`src/rtl/ysyx_22041207_lsu.sv`:
```
// ----------------------------------------------------------------------------
// ysyx_22041207_lsu
//
// Load/store unit sitting between the EXU/MEM stage and an AXI-lite style data
// port. One request is in flight at a time. Store data and byte strobes are
// aligned to the bus beat. Load data is extracted from the beat and then sign-
// or zero-extended. Misaligned or oversize requests never reach the bus and
// are answered with an error. Bus errors are passed through on rsp_err.
//
// Parameters
//   AW  address width in bits
//   DW  bus data width in bits (32 or 64); NB = DW/8 bytes per beat
//
// Ports
//   clk, rst_n                 clock, asynchronous active-low reset
//   req_valid / req_ready      request handshake (req_ready == idle)
//   req_wr, req_addr, req_size request type, byte address, log2(bytes)
//   req_sext, req_wdata        load extension mode, LSB-aligned store data
//   busy                       transaction outstanding (pipeline stall)
//   rsp_valid, rsp_err         one-cycle completion pulse and its status
//   rsp_rdata                  extended load result, held until next load
//   aw_valid/aw_ready, aw_addr, w_data, w_strb   combined write addr+data
//   b_valid/b_ready, b_err     write response
//   ar_valid/ar_ready, ar_addr, ar_size          read address
//   r_valid/r_ready, r_data, r_err               read data
// ----------------------------------------------------------------------------
module ysyx_22041207_lsu #(
   parameter int AW = 64,
   parameter int DW = 64
) (
   input  logic            clk,
   input  logic            rst_n,
   input  logic            req_valid,
   output logic            req_ready,
   input  logic            req_wr,
   input  logic [AW-1:0]   req_addr,
   input  logic [1:0]      req_size,
   input  logic            req_sext,
   input  logic [DW-1:0]   req_wdata,
   output logic            busy,
   output logic            rsp_valid,
   output logic [DW-1:0]   rsp_rdata,
   output logic            rsp_err,
   output logic            aw_valid,
   input  logic            aw_ready,
   output logic [AW-1:0]   aw_addr,
   output logic [DW-1:0]   w_data,
   output logic [DW/8-1:0] w_strb,
   input  logic            b_valid,
   output logic            b_ready,
   input  logic            b_err,
   output logic            ar_valid,
   input  logic            ar_ready,
   output logic [AW-1:0]   ar_addr,
   output logic [2:0]      ar_size,
   input  logic            r_valid,
   output logic            r_ready,
   input  logic [DW-1:0]   r_data,
   input  logic            r_err
);

   localparam int NB = DW / 8;
   localparam int OW = $clog2(NB);

   typedef enum logic [2:0] {
      S_IDLE   = 3'd0,
      S_W_ADDR = 3'd1,
      S_W_RESP = 3'd2,
      S_R_ADDR = 3'd3,
      S_R_DATA = 3'd4,
      S_ERR    = 3'd5
   } state_t;

   // ------------------------------------------------------------------------
   // Registered state and outputs
   // ------------------------------------------------------------------------
   state_t        state_q,     state_d;
   logic          aw_valid_q,  aw_valid_d;
   logic          b_ready_q,   b_ready_d;
   logic          ar_valid_q,  ar_valid_d;
   logic          r_ready_q,   r_ready_d;
   logic          rsp_valid_q, rsp_valid_d;
   logic          rsp_err_q,   rsp_err_d;
   logic [DW-1:0] rsp_rdata_q, rsp_rdata_d;
   logic [AW-1:0] addr_q,      addr_d;
   logic [DW-1:0] wdata_q,     wdata_d;
   logic [NB-1:0] strb_q,      strb_d;
   logic [1:0]    size_q,      size_d;
   logic          sext_q,      sext_d;
   logic [OW-1:0] off_q,       off_d;

   // ------------------------------------------------------------------------
   // Request decode (evaluated on the raw request inputs, used at accept)
   // ------------------------------------------------------------------------
   logic [OW-1:0] req_off;
   logic [2:0]    align_mask;
   logic          req_misalign;
   logic          req_oversize;
   logic          req_illegal;
   logic [AW-1:0] req_base;
   logic [4:0]    req_bytes;
   logic [NB-1:0] req_strb;
   logic [DW-1:0] req_wshift;

   assign req_off = req_addr[OW-1:0];

   // Low address bits that must be zero for a naturally aligned access.
   always_comb begin
      case (req_size)
         2'd0:    align_mask = 3'b000;
         2'd1:    align_mask = 3'b001;
         2'd2:    align_mask = 3'b011;
         default: align_mask = 3'b111;
      endcase
   end

   assign req_misalign = |(req_addr[2:0] & align_mask);
   assign req_oversize = (int'(req_size) > OW);
   assign req_illegal  = req_misalign | req_oversize;
   assign req_base     = {req_addr[AW-1:OW], {OW{1'b0}}};
   assign req_bytes    = 5'd1 << req_size;
   assign req_wshift   = req_wdata << {req_off, 3'b000};

   // Byte lane gi is written when offset <= gi < offset + bytes.
   generate
      for (genvar gi = 0; gi < NB; gi++) begin : g_strb
         assign req_strb[gi] = (5'(gi) >= 5'(req_off)) &&
                               (5'(gi) <  5'(req_off) + req_bytes);
      end
   endgenerate

   // ------------------------------------------------------------------------
   // Load data path: shift the beat down by the latched offset, keep the low
   // 8*bytes bits and fill the rest with the sign bit or zero.
   // ------------------------------------------------------------------------
   logic [DW-1:0] rd_shift;
   logic [DW-1:0] rd_ext;
   logic [3:0]    rd_bytes;
   logic          rd_msb;
   logic          rd_fill;

   assign rd_shift = r_data >> {off_q, 3'b000};
   assign rd_bytes = 4'd1 << size_q;

   // Size 3 only reaches the data phase when the beat is 64 bits wide, so the
   // default arm always picks the true sign bit of a legal access.
   always_comb begin
      case (size_q)
         2'd0:    rd_msb = rd_shift[7];
         2'd1:    rd_msb = rd_shift[15];
         2'd2:    rd_msb = rd_shift[31];
         default: rd_msb = rd_shift[DW-1];
      endcase
   end

   assign rd_fill = sext_q & rd_msb;

   generate
      for (genvar gi = 0; gi < DW; gi++) begin : g_ext
         assign rd_ext[gi] = (4'(gi / 8) < rd_bytes) ? rd_shift[gi] : rd_fill;
      end
   endgenerate

   // ------------------------------------------------------------------------
   // Next-state logic
   // ------------------------------------------------------------------------
   always_comb begin
      state_d     = state_q;
      aw_valid_d  = aw_valid_q;
      b_ready_d   = b_ready_q;
      ar_valid_d  = ar_valid_q;
      r_ready_d   = r_ready_q;
      rsp_valid_d = 1'b0;          // completion is a single-cycle pulse
      rsp_err_d   = 1'b0;
      rsp_rdata_d = rsp_rdata_q;
      addr_d      = addr_q;
      wdata_d     = wdata_q;
      strb_d      = strb_q;
      size_d      = size_q;
      sext_d      = sext_q;
      off_d       = off_q;

      case (state_q)
         S_IDLE: begin
            if (req_valid) begin
               addr_d  = req_base;
               wdata_d = req_wshift;
               strb_d  = req_strb;
               size_d  = req_size;
               sext_d  = req_sext;
               off_d   = req_off;
               if (req_illegal) begin
                  state_d = S_ERR;
               end else if (req_wr) begin
                  state_d    = S_W_ADDR;
                  aw_valid_d = 1'b1;
               end else begin
                  state_d    = S_R_ADDR;
                  ar_valid_d = 1'b1;
               end
            end
         end

         S_W_ADDR: begin
            if (aw_ready) begin
               aw_valid_d = 1'b0;
               b_ready_d  = 1'b1;
               state_d    = S_W_RESP;
            end
         end

         S_W_RESP: begin
            if (b_valid && b_ready_q) begin
               b_ready_d   = 1'b0;
               rsp_valid_d = 1'b1;
               rsp_err_d   = b_err;
               state_d     = S_IDLE;
            end
         end

         S_R_ADDR: begin
            if (ar_ready) begin
               ar_valid_d = 1'b0;
               r_ready_d  = 1'b1;
               state_d    = S_R_DATA;
            end
         end

         S_R_DATA: begin
            if (r_valid && r_ready_q) begin
               r_ready_d   = 1'b0;
               rsp_valid_d = 1'b1;
               rsp_err_d   = r_err;
               rsp_rdata_d = r_err ? '0 : rd_ext;
               state_d     = S_IDLE;
            end
         end

         S_ERR: begin
            rsp_valid_d = 1'b1;
            rsp_err_d   = 1'b1;
            state_d     = S_IDLE;
         end

         default: begin
            state_d = S_IDLE;
         end
      endcase
   end

   // ------------------------------------------------------------------------
   // State registers
   // ------------------------------------------------------------------------
   always_ff @(posedge clk or negedge rst_n) begin
      if (!rst_n) begin
         state_q     <= S_IDLE;
         aw_valid_q  <= 1'b0;
         b_ready_q   <= 1'b0;
         ar_valid_q  <= 1'b0;
         r_ready_q   <= 1'b0;
         rsp_valid_q <= 1'b0;
         rsp_err_q   <= 1'b0;
         rsp_rdata_q <= '0;
         addr_q      <= '0;
         wdata_q     <= '0;
         strb_q      <= '0;
         size_q      <= '0;
         sext_q      <= 1'b0;
         off_q       <= '0;
      end else begin
         state_q     <= state_d;
         aw_valid_q  <= aw_valid_d;
         b_ready_q   <= b_ready_d;
         ar_valid_q  <= ar_valid_d;
         r_ready_q   <= r_ready_d;
         rsp_valid_q <= rsp_valid_d;
         rsp_err_q   <= rsp_err_d;
         rsp_rdata_q <= rsp_rdata_d;
         addr_q      <= addr_d;
         wdata_q     <= wdata_d;
         strb_q      <= strb_d;
         size_q      <= size_d;
         sext_q      <= sext_d;
         off_q       <= off_d;
      end
   end

   // ------------------------------------------------------------------------
   // Outputs
   // ------------------------------------------------------------------------
   assign req_ready = (state_q == S_IDLE);
   assign busy      = (state_q != S_IDLE);
   assign rsp_valid = rsp_valid_q;
   assign rsp_err   = rsp_err_q;
   assign rsp_rdata = rsp_rdata_q;
   assign aw_valid  = aw_valid_q;
   assign aw_addr   = addr_q;
   assign w_data    = wdata_q;
   assign w_strb    = strb_q;
   assign b_ready   = b_ready_q;
   assign ar_valid  = ar_valid_q;
   assign ar_addr   = addr_q;
   assign ar_size   = {1'b0, size_q};
   assign r_ready   = r_ready_q;

endmodule

```
`config.mk`:
```
export PLATFORM = sky130hd
export DESIGN_NAME = ysyx_22041207_lsu
export DESIGN_NICKNAME = d
export VERILOG_FILES = /design/src/rtl/ysyx_22041207_lsu.sv
export SDC_FILE = /design/constraint.sdc
export NUM_CORES = 1
export LEC_CHECK = 0
export ABC_AREA = 1
export CORE_MARGIN = 4
export CORE_UTILIZATION = 30
export CTS_BUF_LIST = sky130_fd_sc_hd__clkbuf_4 sky130_fd_sc_hd__clkbuf_8 sky130_fd_sc_hd__clkbuf_16
export CTS_CLUSTER_SIZE = 20
export DETAILED_ROUTE_END_ITERATION = 12
export PLACE_DENSITY = 0.69
export SLEW_MARGIN = 20
export SYNTH_ARGS = -nofsm -noshare
export SYNTH_HDL_FRONTEND = slang
export SYNTH_SLANG_ARGS = --single-unit
```
`constraint.sdc`:
```
create_clock -name clk -period 3 [get_ports clk]
set_input_delay 0.9 -clock clk [delete_from_list [all_inputs] [get_ports clk]]
set_output_delay 0.9 -clock clk [all_outputs]
set_load 0.02 [all_outputs]
```
==> flow_summary_export.csv <==
group,metric,value,unit
clock_tree,postCtsSetupRepairBufs,0,
place,gp_congestion,0.996,
logic_synthesis,synth.ff_latch_count,212,
clock_tree,clock_latency,0.54,ns
logic_synthesis,synth_area_leader_cell,"dfrtp_1",
clock_tree,cts_hold_buffers,0,
logic_synthesis,yosysSeqAreaShare,43.2,%
routing,wl_per_cell,19.5,microns
grt,grt_pass1_wl,77900,microns
routing,avgViaCountPerCell,4.96,
logic_synthesis,mappedNetlistArea,12300,sq um
cells_and_area,nFillCells,3967,
cells_and_area,instances_no_fill,2629,
sta,relSlewSlack,48.4,%
die,die_w,210,microns
die,start_util,30.6,%
grt,grt-ovfl-total,0,
cells_and_area,drive_above_1_share,5.80,%
place,dp_hpwl,38600,microns
sta,final-setup-viol-count,0,
grt,antenna_found_initial,1,
critical_path,crit_fanout,5,
logic_synthesis,ys_async_sr_fraction,100,%
place,port_buffers,472,
die,dieArea,44200,sq um
place,placed_cells,2585,
logic_synthesis,synth_warnings,0,
logic_synthesis,synth-edff-count,0,
cells_and_area,nets,2296,
cells_and_area,area_delta_synth_final,45.5,%
hold_path,hold_class,"in2async",
critical_path,critPathKind,"reg2out",
routing,first_pass_iters,5,
sta,max_freq,346,MHz
pwr,p_total,18.3,mW
clock_tree,clk_pin_slew,0.06,ns
logic_synthesis,ys_top_cells_by_count,"nand2_1, dfrtp_1, o21ai_0, nand3_1",
grt,grt_max_degree,97,
logic_synthesis,avgSynthCellArea,7.14,sq um
sta,hold_viol,0,
routing,drtAntennaViolNets,0,
routing,vias,13000,
outcome,status,"finished clean",
cells_and_area,insertedDiodeCount,0,
logic_synthesis,synth_cell_types,43,
logic_synthesis,ys_top_cells_by_area,"dfrtp_1, nand2_1, o21ai_0",
logic_synthesis,synth_top_area_share,43.2,%
clock_tree,cts_tree,"built",
run,max_cap_violations,0,
critical_path,r2r_setup_slack,0.74,ns
logic_synthesis,synth.most_common_cell,"nand2_1",
critical_path,arrival,1.99,ns
sta,rsz0062_at_grt,"no",
pwr,vdd_drop_max,0.745,mV
critical_path,worst_setup_path_start_kind,"register",
pwr,leakage,8.50,nW
die,die_h,210,microns
grt,grt_pass1_vias,13100,
critical_path,crit_required,2.10,ns
routing,totalWireLength,51200,microns
logic_synthesis,synthFlopType,"dfrtp_1",
routing,dr.first_iter.drc_count,1288,
sta,worstMarginPinSlew,0.773,ns
clock_tree,ctsResizeCount,0,
routing,drc,0,
die,ioPinCount,480,
die,rows,73,
sta,drv_slew,0,
clock_tree,cts_root_buffer,"clkbuf_16",
die,core_area,40100,sq um
grt,grt_usage,22.1,%
clock_tree,cts_buffer_depth,3,
pwr,pwr_density_cell,1020,nW/um^2
logic_synthesis,syn_inst,1719,
clock_tree,h-tree-depth,1,
sta,fin_skew,0.0222,ns
clock_tree,cts.sinks,212,
sta,min_period,2.89,ns
clock_tree,cts_buffers,25,
critical_path,cp-end-kind,"output port",
sta,fin_crit_sh,96.4,%
-- state kept, by name, indices dropped and copies added, names as in the netlist, 2 cells and up --
name,flops
w_data,64
ar_addr,61
state_q,3
off_q,3
rsp_rdata,64
w_strb,8
size_q,2
-- area by class of cell --
class | count | area (sq um) | area share, %
Multi-Input combinational cell | 1259 | 5650 | 31.6
Sequential cell | 212 | 5310 | 29.7
Clock buffer | 31 | 696 | 3.89
Clock inverter | 13 | 150 | 0.840
Timing Repair Buffer | 511 | 5120 | 28.7
Tap cell | 525 | 657 | 3.68
Inverter | 78 | 295 | 1.65
-- where the power goes --
| part | internal (mW) | total [mW] | switching (mW) |
|---|---|---|---|
| combinational | 4.11 | 10.1 | 6.02 |
| sequential | 4.03 | 5.03 | 1.00 |
| clock | 1.90 | 3.15 | 1.25 |
| total | 10.0 | 18.3 | 8.27 |
-- cells in the final DEF (no fill, tap or decap), drive strengths merged, types with 2 or more instances in the layout --
cell type | netlist | routed
inv | 76 | 77
or2 | 17 | 17
mux2i | 10 | 10
o22ai | 3 | 3
nand3 | 99 | 99
buf | 129 | 41
nor4 | 2 | 2
a221oi | 8 | 8
o21ai | 182 | 182
conb | 1 | 7
o211ai | 14 | 14
nand2 | 723 | 723
and2 | 3 | 3
a21oi | 61 | 61
clkdlybuf4s50 | 0 | 469
a21boi | 4 | 4
nor3 | 18 | 18
nor2 | 73 | 73
clkbuf | 47 | 31
ha | 3 | 3
dfrtp | 212 | 212
o31ai | 2 | 2
a31oi | 7 | 7
bufinv | 0 | 3
clkinv | 2 | 10
a22o | 10 | 10
o21a | 9 | 9
-- worst max-delay path: stages (launching register included) --
cell,delay [ns]
dfrtp_1,0.40
inv_2,0.09
nand2_1,0.12
nor2_4,0.19
clkdlybuf4s50_1,0.66
-- final timing paths --
kind	startpoint	end	depth (start not counted)
max in group asynchronous	rst_n	w_data[24]	2
min reg2reg	rsp_rdata[22]	rsp_rdata[22]	2
min in group clk	rsp_rdata[22]	rsp_rdata[22]	2
max	state_q[1]	req_ready	4
min	rst_n	rsp_rdata[55]	1
max reg2reg	off_q[0]	rsp_rdata[35]	8
-- kinds of logic (layout without fill, tap and decap cells) --
logic type | count (synthesis) | count (layout) | synth area share [%]
flops | 212 | 212 | 43.2
simple gates | 936 | 936 | 30.8
xor+xnor | 1 | 1 | 0.0713
fa+ha+maj | 4 | 4 | 0.469
other cells | 1 | 7 | 0.0305
mux | 10 | 10 | 0.815
compound gates | 301 | 301 | 13.5
buf+inv | 254 | 633 | 11.1
-- metrics by stage --
step	TNS, ns	hold WS, ns	worst slack [ns]	cell area, sq um	utilization [%]
after CTS	0	0.298	0.0373	17900	44.6
after global placement	0	0.464	0.00868	17000	42.5
after detailed placement	-0.00447	0.464	-0.00447	17000	42.5
after floorplan	0	0.514	0.694	12300	-
after global routing	0	0.306	0.0364	17900	44.6
final	0	0.283	0.107	17900	44.6
-- per-layer routing --
layer	part of all wire, %	global-route usage [%]
met2	48	37.6
met5	0.025	0
met3	9.1	4.88
met1	40	28.3
met4	3.1	6.68
(Power assumes the default switching activity.)
